File: src/rtl/tmds_pattern_scheduler.sv
// TMDS lane scheduler: loads one 10-bit symbol per lane per word and serialises it LSB-first.
// Optional blue-lane single-bit error injection is enabled with `define TMDS_ERR_INJECT_EN.
module tmds_pattern_scheduler #(
  parameter logic        C_ddr       = 1'b1,
  parameter logic [9:0]  P_R         = 10'b1100110011,
  parameter logic [9:0]  P_G         = 10'b0011001100,
  parameter logic [9:0]  P_B         = 10'b0101010101,
  parameter int unsigned GUARD_WORDS = 2
) (
  input  logic       clk_shift,
  input  logic       resetn,
  input  logic       enable,
  input  logic       mode_req,
  input  logic [1:0] mode_sel,
`ifdef TMDS_ERR_INJECT_EN
  input  logic       err_inject,
`endif
  output logic       mode_ack,
  output logic [1:0] active_mode,
  output logic       busy,
  output logic       word_strobe,
  output logic [1:0] out_clock,
  output logic [1:0] out_red,
  output logic [1:0] out_green,
  output logic [1:0] out_blue
);

  // state    | meaning
  // S_OFF    | idle, lanes quiet, wcnt parked at 0
  // S_RUN    | emitting active_mode symbols
  // S_SWITCH | finishing current word, then GUARD_WORDS of C0, then new mode
  typedef enum logic [1:0] {S_OFF = 2'd0, S_RUN = 2'd1, S_SWITCH = 2'd2} state_e;

  localparam int unsigned TICKS   = C_ddr ? 5 : 10;
  localparam int unsigned SHIFT   = C_ddr ? 2 : 1;
  localparam logic [9:0]  CLK_SYM = 10'b0000011111;
  localparam logic [9:0]  C0_SYM  = 10'b1101010100;

  state_e     state_q, state_d;
  logic [3:0] wcnt_q, wcnt_d, gcnt_q, gcnt_d, widx_q, widx_d;
  logic [1:0] cidx_q, cidx_d, mode_q, mode_d, pend_q, pend_d;
  logic [9:0] lfsr_q, lfsr_d;
  logic [9:0] sr_c_q, sr_c_d, sr_r_q, sr_r_d, sr_g_q, sr_g_d, sr_b_q, sr_b_d;
  logic       strobe_q, strobe_d, ack_q, ack_d;

  logic       load, apply, guard, stop, wrap, inject;
  logic [1:0] new_mode, sym_mode, cur_cidx;
  logic [3:0] cur_widx;
  logic [9:0] cur_lfsr, rev, sym_r, sym_g, sym_b, tok;

`ifdef TMDS_ERR_INJECT_EN
  // One-shot: armed by any high sample, consumed by the next load.
  logic arm_q;
  always_ff @(posedge clk_shift or negedge resetn) begin
    if (!resetn)   arm_q <= 1'b0;
    else if (load) arm_q <= arm_q ? 1'b0 : err_inject;
    else           arm_q <= arm_q | err_inject;
  end
  assign inject = arm_q;
`else
  assign inject = 1'b0;
`endif

  always_ff @(posedge clk_shift or negedge resetn) begin
    if (!resetn) begin
      state_q  <= S_OFF;
      wcnt_q   <= '0;
      gcnt_q   <= '0;
      widx_q   <= '0;
      cidx_q   <= '0;
      mode_q   <= '0;
      pend_q   <= '0;
      lfsr_q   <= 10'h3FF;
      sr_c_q   <= '0;
      sr_r_q   <= '0;
      sr_g_q   <= '0;
      sr_b_q   <= '0;
      strobe_q <= 1'b0;
      ack_q    <= 1'b0;
    end else begin
      state_q  <= state_d;
      wcnt_q   <= wcnt_d;
      gcnt_q   <= gcnt_d;
      widx_q   <= widx_d;
      cidx_q   <= cidx_d;
      mode_q   <= mode_d;
      pend_q   <= pend_d;
      lfsr_q   <= lfsr_d;
      sr_c_q   <= sr_c_d;
      sr_r_q   <= sr_r_d;
      sr_g_q   <= sr_g_d;
      sr_b_q   <= sr_b_d;
      strobe_q <= strobe_d;
      ack_q    <= ack_d;
    end
  end

  always_comb begin
    state_d  = state_q;
    wcnt_d   = wcnt_q;
    gcnt_d   = gcnt_q;
    widx_d   = widx_q;
    cidx_d   = cidx_q;
    mode_d   = mode_q;
    pend_d   = pend_q;
    lfsr_d   = lfsr_q;
    sr_c_d   = sr_c_q;
    sr_r_d   = sr_r_q;
    sr_g_d   = sr_g_q;
    sr_b_d   = sr_b_q;
    strobe_d = 1'b0;
    ack_d    = 1'b0;
    load     = 1'b0;
    apply    = 1'b0;
    guard    = 1'b0;
    stop     = 1'b0;
    wrap     = (wcnt_q == 4'(TICKS - 1));

    unique case (state_q)
      S_OFF: begin
        if (mode_req && !ack_q) begin
          apply = 1'b1;
          ack_d = 1'b1;
        end
        if (enable) begin
          load    = 1'b1;
          state_d = S_RUN;
        end
      end
      S_RUN: begin
        if (wrap && !enable) begin
          stop    = 1'b1;
          state_d = S_OFF;
        end else begin
          load = wrap;
          if (mode_req && !ack_q) begin
            pend_d  = mode_sel;
            gcnt_d  = '0;
            state_d = S_SWITCH;
          end
        end
      end
      S_SWITCH: begin
        if (wrap) begin
          load = 1'b1;
          if (gcnt_q == 4'(GUARD_WORDS)) begin
            apply   = 1'b1;
            ack_d   = 1'b1;
            state_d = S_RUN;
          end else begin
            guard  = 1'b1;
            gcnt_d = gcnt_q + 4'd1;
          end
        end
      end
      default: state_d = S_OFF;
    endcase

    // A mode change restarts the pattern from index 0 / LFSR seed on its first word.
    new_mode = (state_q == S_OFF) ? mode_sel : pend_q;
    sym_mode = apply ? new_mode : mode_q;
    cur_cidx = apply ? 2'd0 : cidx_q;
    cur_widx = apply ? 4'd0 : widx_q;
    cur_lfsr = apply ? 10'h3FF : lfsr_q;

    rev = '0;
    for (int i = 0; i < 10; i++) rev[i] = cur_lfsr[9-i];

    unique case (cur_cidx)
      2'd0:    tok = 10'b1101010100;
      2'd1:    tok = 10'b0010101011;
      2'd2:    tok = 10'b0101010100;
      default: tok = 10'b1010101011;
    endcase

    unique case (sym_mode)
      2'd0: begin
        sym_r = P_R;
        sym_g = P_G;
        sym_b = P_B;
      end
      2'd1: begin
        sym_r = tok;
        sym_g = tok;
        sym_b = tok;
      end
      2'd2: begin
        sym_r = 10'd1 << cur_widx;
        sym_g = 10'd1 << cur_widx;
        sym_b = 10'd1 << cur_widx;
      end
      default: begin
        sym_r = rev;
        sym_g = ~cur_lfsr;
        sym_b = cur_lfsr;
      end
    endcase
    if (guard) begin
      sym_r = C0_SYM;
      sym_g = C0_SYM;
      sym_b = C0_SYM;
    end

    if (apply) begin
      mode_d = new_mode;
      cidx_d = '0;
      widx_d = '0;
      lfsr_d = 10'h3FF;
    end

    if (load) begin
      sr_c_d   = CLK_SYM;
      sr_r_d   = sym_r;
      sr_g_d   = sym_g;
      sr_b_d   = sym_b ^ {9'b0, inject};
      strobe_d = 1'b1;
      wcnt_d   = '0;
      if (!guard) begin
        cidx_d = cur_cidx + 2'd1;
        widx_d = (cur_widx == 4'd9) ? 4'd0 : cur_widx + 4'd1;
        lfsr_d = {cur_lfsr[8:0], cur_lfsr[9] ^ cur_lfsr[6]};
      end
    end else if (stop) begin
      sr_c_d = '0;
      sr_r_d = '0;
      sr_g_d = '0;
      sr_b_d = '0;
      wcnt_d = '0;
    end else if (state_q != S_OFF) begin
      sr_c_d = sr_c_q >> SHIFT;
      sr_r_d = sr_r_q >> SHIFT;
      sr_g_d = sr_g_q >> SHIFT;
      sr_b_d = sr_b_q >> SHIFT;
      wcnt_d = wcnt_q + 4'd1;
    end
  end

  always_comb begin
    busy        = (state_q == S_SWITCH);
    word_strobe = strobe_q;
    mode_ack    = ack_q;
    active_mode = mode_q;
    out_clock   = C_ddr ? sr_c_q[1:0] : {1'b0, sr_c_q[0]};
    out_red     = C_ddr ? sr_r_q[1:0] : {1'b0, sr_r_q[0]};
    out_green   = C_ddr ? sr_g_q[1:0] : {1'b0, sr_g_q[0]};
    out_blue    = C_ddr ? sr_b_q[1:0] : {1'b0, sr_b_q[0]};
  end

endmodule

File: config.mk
export PLATFORM = sky130hd
export DESIGN_NAME = tmds_pattern_scheduler
export DESIGN_NICKNAME = d
export VERILOG_FILES = /design/src/rtl/tmds_pattern_scheduler.sv
export SDC_FILE = /design/constraint.sdc
export NUM_CORES = 1
export LEC_CHECK = 0
export ABC_CLOCK_PERIOD_IN_PS = 2400
export BUFFER_PORTS_ARGS = -buffer_cell sky130_fd_sc_hd__buf_4
export CORE_ASPECT_RATIO = 0.8
export CORE_MARGIN = 2
export CORE_UTILIZATION = 43
export CTS_BUF_LIST = sky130_fd_sc_hd__clkbuf_16
export DETAILED_ROUTE_END_ITERATION = 10
export PLACE_DENSITY = 0.67
export SYNTH_ARGS = -nofsm -noshare
export SYNTH_HDL_FRONTEND = slang
export SYNTH_SLANG_ARGS = --single-unit
export TNS_END_PERCENT = 20
File: constraint.sdc
create_clock -name clk_shift -period 2.4 [get_ports clk_shift]
set_input_delay 0.12 -clock clk_shift [delete_from_list [all_inputs] [get_ports clk_shift]]
set_output_delay 0.12 -clock clk_shift [all_outputs]
set_load 0.01 [all_outputs]
After elaboration in Yosys (flattened, before gate mapping) --
Cells that the tools add are included.
Word-level totals: bits in registers 72, latch bits 0, RAM bits 0, memory bits (read-only) 0, output and inout port bits 13, memories kept 0
Cells by class: $add $sub $neg 4, multipliers 0, div/mod/pow operators 0, order comparisons 0, equal/unequal tests 16, shifts and indexed selects 1, multiplexer cells 59, bitwise operators 3, reductions and logical operators 13
Operators by type and width (number):
- $mux 10 | 18
- $pmux 10 s3 | 4
- $mux 4 | 11
- $mux 2 | 10
- $add 4x1->4 const B | 3
- $mux 1 | 12
- $not 10->10 | 1
- $shl 1x4->10 const A | 1
- $ne 2x2->1 const B | 4
- $pmux 4 s2 | 1
- $eq 2x1->1 const B | 3
- $eq 2x2->1 const B | 3
- $logic_not 2->1 | 3
- $pmux 2 s3 | 1
- $reduce_and 5->1 | 1
- $eq 4x2->1 const B | 1
- $eq 4x3->1 const B | 1
- $eq 4x4->1 const B | 1
- $ne 2x1->1 const B | 2
- $reduce_and 4->1 | 1
- $reduce_bool 2->1 | 2
- $ne 3x3->1 const B | 1
- $pmux 1 s3 | 1
- $reduce_and 3->1 | 1
- 7 further kinds | 9

Longest topological paths before layout --
word-level depth 10, gate-level depth with buffers 12

Worst setup path before layout --
Ideal clock, no wire load.
kind reg-to-reg, start point reg wcnt_q[0], end point reg sr_r_q[3], data arrival time 2.480 ns, data required time 2.318 ns, setup slack -0.162 ns, cell stages (with the launch flop) 13, buffers on the path 3, clock period less this slack 2.562 ns, cell sequence dfrtp_1 > inv_1 > ha_1 > and3b_1 > buf_2 > a31oi_4 > buf_4 > buf_2 > and3_1 > ha_1 > a21boi_0 > o211ai_1 > a31oi_1
On the way: longest elaborated chain between the ends 9, elaborated cells between the ends (all ways) 28, classes of those cells eq/ne (5); shift (1); mux (18); reduce/logical (4)
Ends and longest elaborated chain:
- from (decl) | line 40 | logic [3:0] wcnt_q, wcnt_d, gcnt_q, gcnt_d, widx_q, widx_d;
- from (signal assigned) | line 82 | wcnt_q <= wcnt_d;
- $eq 4x3->1 (*) | line 117 | wrap = (wcnt_q == 4'(TICKS - 1));
- $mux 1 | line 144 | if (wrap) begin
- $pmux 1 s2 | line 119 | unique case (state_q)
- $mux 2 | line 162 | cur_cidx = apply ? 2'd0 : cidx_q;
- $eq 2x2->1, or another cell as far along | line 169 | unique case (cur_cidx)
- $pmux 10 s3 | line 169
- $pmux 10 s3 | line 176 | unique case (sym_mode)
- $mux 10 | line 198 | if (guard) begin
- $mux 10 | line 211 | if (load) begin
- to (signal assigned) | line 90 | sr_r_q <= sr_r_d;
- to (decl) | line 43 | logic [9:0] sr_c_q, sr_c_d, sr_r_q, sr_r_d, sr_g_q, sr_g_d, sr_b_q, sr_b_d;
Mark *: on every way between the ends. The rest lies on a longest branch, timed or not. A chain may end at the register's enable or synchronous reset.

Final worst setup path --
start point reg state_q[0], end point reg sr_g_q[5]
On the way: longest elaborated chain between the ends 8, elaborated cells between the ends (all ways) 27, classes of those cells eq/ne (6); shift (1); mux (14); bitwise (1); reduce/logical (5)
Ends and longest elaborated chain:
- from (decl) | line 39 | state_e state_q, state_d;
- from (signal assigned) | line 81 | state_q <= state_d;
- $eq 2x2->1 / $logic_not 2->1 (equally long branches) | line 119, 160
- $pmux 1 s2 | line 119
- $mux 2 | line 162
- $eq 2x2->1, or another cell as far along | line 169
- $pmux 10 s3 | line 169
- $pmux 10 s3 | line 176
- $mux 10 | line 198
- $mux 10 | line 211
- to (signal assigned) | line 91 | sr_g_q <= sr_g_d;
- to (decl) | line 43
Several ways; a longest one is shown, not always the timed one.

==> key figures <==
Run status
  – Status: complete, no violations

CTS
  – Clock Pin Slew Worst Setup and Hold Paths: 0.06 ns
  – TritonCTS Buffers: 9
  – Clock buffer depth: 2
  – CTS tree: built
  – Post-CTS Setup Bufs: 0
  – H-Tree Depth: 3
  – Worst-Skew Late Latency: 0.33 ns
  – Root Buffer: clkbuf_16
  – # clock sinks: 65

Timing
  – Tmin final: 2.32 ns
  – Final WS setup: 0.0831 ns
  – Period utilization: 96.5%
  – Max-slew headroom: 42.7%
  – Min Hold Slack: 0.00534 ns
  – Endpoints failing setup: 0
  – RSZ-0062 raised after global routing: yes
  – Final hold vios: 0
  – Slew @ Worst Pin: 0.859 ns
  – Clock skew: 0.00621 ns
  – FMAX: 0.432 GHz
  – Max-slew violation total from the final report: 0

Final layout
  – # diodes: 0
  – Most common cell after layout, fill and taps aside: nand2_1
  – Most frequent cells in the layout: nand2_1, dfrtp_1, buf_4
  – Final Cell Area: 4580 µm²
  – Final Util: 53.1%
  – Area Overhead vs Synth: 18.1%
  – Fin nets: 475
  – Fraction of layout cells with a size suffix above 1: 21.8%
  – Filler Cell Count: 799

Setup path
  – Crit path kind: flip-flop to flip-flop
  – R2r setup slk: 0.08 ns
  – Crit path max fanout: 13
  – Reg2Reg Capture Point: sr_g_q[5]
  – Worst setup SP type: flip-flop
  – CP endpoint kind: flip-flop
  – Worst reg-to-reg path cell count: 6
  – Slowest stage cell, crit path: o32ai_1
  – Reg-to-reg critical path startpoint: state_q[0]
  – Largest stage delay, worst path: 0.56 ns
  – CP delay by family, top: compound AO/OA/AOI/OAI gates
  – Bufs and invs on worst path: 1
  – Worst-path cell chain: nor4b_2 > a31oi_4 > buf_4 > o32ai_1 > a21oi_1 > a31o_2
  – Crit path DAT: 2.54 ns
  – Critical path required time: 2.62 ns

Logic synthesis
  – Count of cell types in the netlist: 70
  – Largest family of logic cells by synthesized area: compound AO/OA/AOI/OAI gates
  – Post-Synth XOR/XNOR Area: 2.26%
  – Mux cell area share after synthesis: 3.68%
  – Async SR Flop Fraction: 100%
  – Register bit total from synthesis: 65
  – Number of synthesized flops with an enable pin: 0
  – Simple-gate share of the synthesized area: 21.2%
  – Syn Std Cell Area: 3880 µm²
  – Synthesized-area fraction occupied by adder cells: 1.61%
  – Syn_nets: 445
  – Synthesis Warnings: 0
  – Ys flop type: dfrtp_1
  – Seq/Total Area, Yosys: 42.2%
  – Cells after Synth: 434
  – Post-synthesis average cell area: 8.94 µm²
  – Compound-cell area share of the yosys netlist: 23.2%

Power
  – Pwr dens: 1540 nW/µm²
  – Comb pwr share: 50.1%
  – Clock power frac: 19.3%
  – Sw frac: 43.3%
  – Sequential share of power: 30.6%
  – Switching power: 3.05 mW
  – Cell Int Power: 3.99 mW
  – Peak VDD IR: 0.824 mV
  – Leak: 1.98 nW

Die
  – DIE AREA: 9800 µm²
  – Die width: 110 µm
  – Chip Height: 89.0 µm
  – Core Footprint: 8630 µm²
  – Starting Density: 44.9%
  – Rows: 30
  – Top-Level Pins: 19

Routing
  – Length of routed met3 wiring: 977 µm
  – Final WL: 11600 µm
  – Drc violations: 0
  – DRT met1 WL: 5270 µm
  – Vias per Instance: 6.14
  – Via count: 3559
  – Top routing layer in use: met4
  – Routed len/inst: 20.0 µm
  – Post-DRT Antenna Nets: 0
  – Met2 wire len: 5130 µm
  – Pre-Repair DR Iteration Count: 7
  – Initial DRC count: 508

Hold path
  – Hold_sp: mode_sel[0]
  – Hold depth: 3
  – Hold endpoint: pend_q[0]
  – Worst Hold Class: input port to flip-flop

Global routing
  – Total global routing overflow: 0
  – Global-route wire length before repair: 18400 µm
  – Number of global-route vias before repair: 3364
  – Largest net degree at the start of global routing: 66
  – Global Route Usage Sum: 25.3%
  – Initial antenna violation count: 0

Place
  – Placer congestion estimate: 0.973
  – DP Worst Slack: 0.00207 ns
  – Port-buffer cells: 18
  – Dpl hpwl: 8340 µm
  – DP Area: 4240 µm²

Run
  – Max-cap violations: 0
## cells in the mapped netlist (6+ instances only)
master / n / area (µm²)
xnor2_1: 6 / 52.6
and2_1: 6 / 37.5
a22oi_1: 7 / 52.6
dfstp_2: 10 / 263
nor2_1: 28 / 105
o211ai_1: 8 / 60.1
a31oi_1: 6 / 37.5
nor2b_1: 6 / 37.5
buf_4: 11 / 82.6
nand2_1: 63 / 236
nor3_1: 8 / 40.0
dfrtp_1: 55 / 1380
clkbuf_1: 19 / 71.3
mux2i_1: 7 / 70.1
o21ai_0: 33 / 165
nand3_1: 23 / 115
a21oi_1: 32 / 160
## metrics by stage
stage	setup TNS [ns]	total power, mW	instances
floorplan	0	4.37	434
global route	-0.0509	7.50	580
finish	0	7.04	580
global placement	0	5.48	564
detailed placement	0	5.55	564
CTS	0	6.95	580
## how the worst max path moves through the flow
stage	slack (ns)	endpoint	start	cells past startpoint
6_report	0.08	sr_g_q[5]	state_q[0]	6
3_3_place_gp	0.13	sr_g_q[2]	gcnt_q[0]	7
2_1_floorplan	0.01	sr_r_q[3]	wcnt_q[0]	12
3_5_place_dp	0.002	sr_g_q[2]	gcnt_q[0]	8
5_1_grt	-0.02	sr_b_q[9]	wcnt_q[1]	8
4_1_cts	0.03	sr_g_q[2]	gcnt_q[0]	7
## cells by family after synthesis
family,Yosys count
simple gates,165
flops,65
fa+ha+maj,5
buf+inv,45
xor+xnor,10
compound gates,132
mux,12
## state kept, by name, indices dropped and copies added (netlist names), 2 cells and up
| signal | cells |
|---|---|
| wcnt_q | 4 |
| state_q | 2 |
| sr_g_q | 10 |
| active_mode | 2 |
| widx_q | 4 |
| lfsr_q | 10 |
| gcnt_q | 4 |
| sr_r_q | 10 |
| pend_q | 2 |
| sr_c_q | 3 |
| sr_b_q | 10 |
| cidx_q | 2 |
## power by group through the flow
stage | registers (mW) | logic, mW | clock network, mW
after detailed placement | 2.16 | 3.40 | 0
final | 2.16 | 3.53 | 1.36
after global placement | 2.13 | 3.35 | 0
after CTS | 2.14 | 3.44 | 1.37
after floorplan | 1.92 | 2.45 | 0
after global routing | 2.22 | 3.84 | 1.43
## layer usage
layer,global-route usage (%),vias to the layer above
li1,-,1638
met1,36.9,1722
met2,37.6,164
met3,6.20,35
met4,7.27,0
met5,0,-
## worst register-to-register path: cells and delay by family, from the launching register on
kind / cells / cell delay (ns)
AOI/OAI and AO/OA: 4 / 1.02
buffers and inverters: 1 / 0.23
DFF: 1 / 0.45
and+or+nand+nor: 1 / 0.51
## layout make-up
| cell class | instances | area [µm²] | area share [%] |
|---|---|---|---|
| Clock buffer | 9 | 225 | 4.92 |
| Timing Repair Buffer | 55 | 415 | 9.07 |
| Sequential cell | 65 | 1640 | 35.8 |
| Tap cell | 112 | 140 | 3.06 |
| Multi-Input combinational cell | 324 | 2050 | 44.7 |
| Clock inverter | 6 | 75.1 | 1.64 |
| Inverter | 9 | 40.0 | 0.874 |
## repair_timing
| item | in CTS | in global routing |
|---|---|---|
| hold buffers | 1 | 0 |
| hold endpoints to repair | 55 | 0 |
| endpoints found under the setup margin | 1 | 16 |
| gates resized for setup | 1 | 8 |
| pin swaps | 0 | 1 |
No activity file was read; power rests on OpenSTA's default activity.
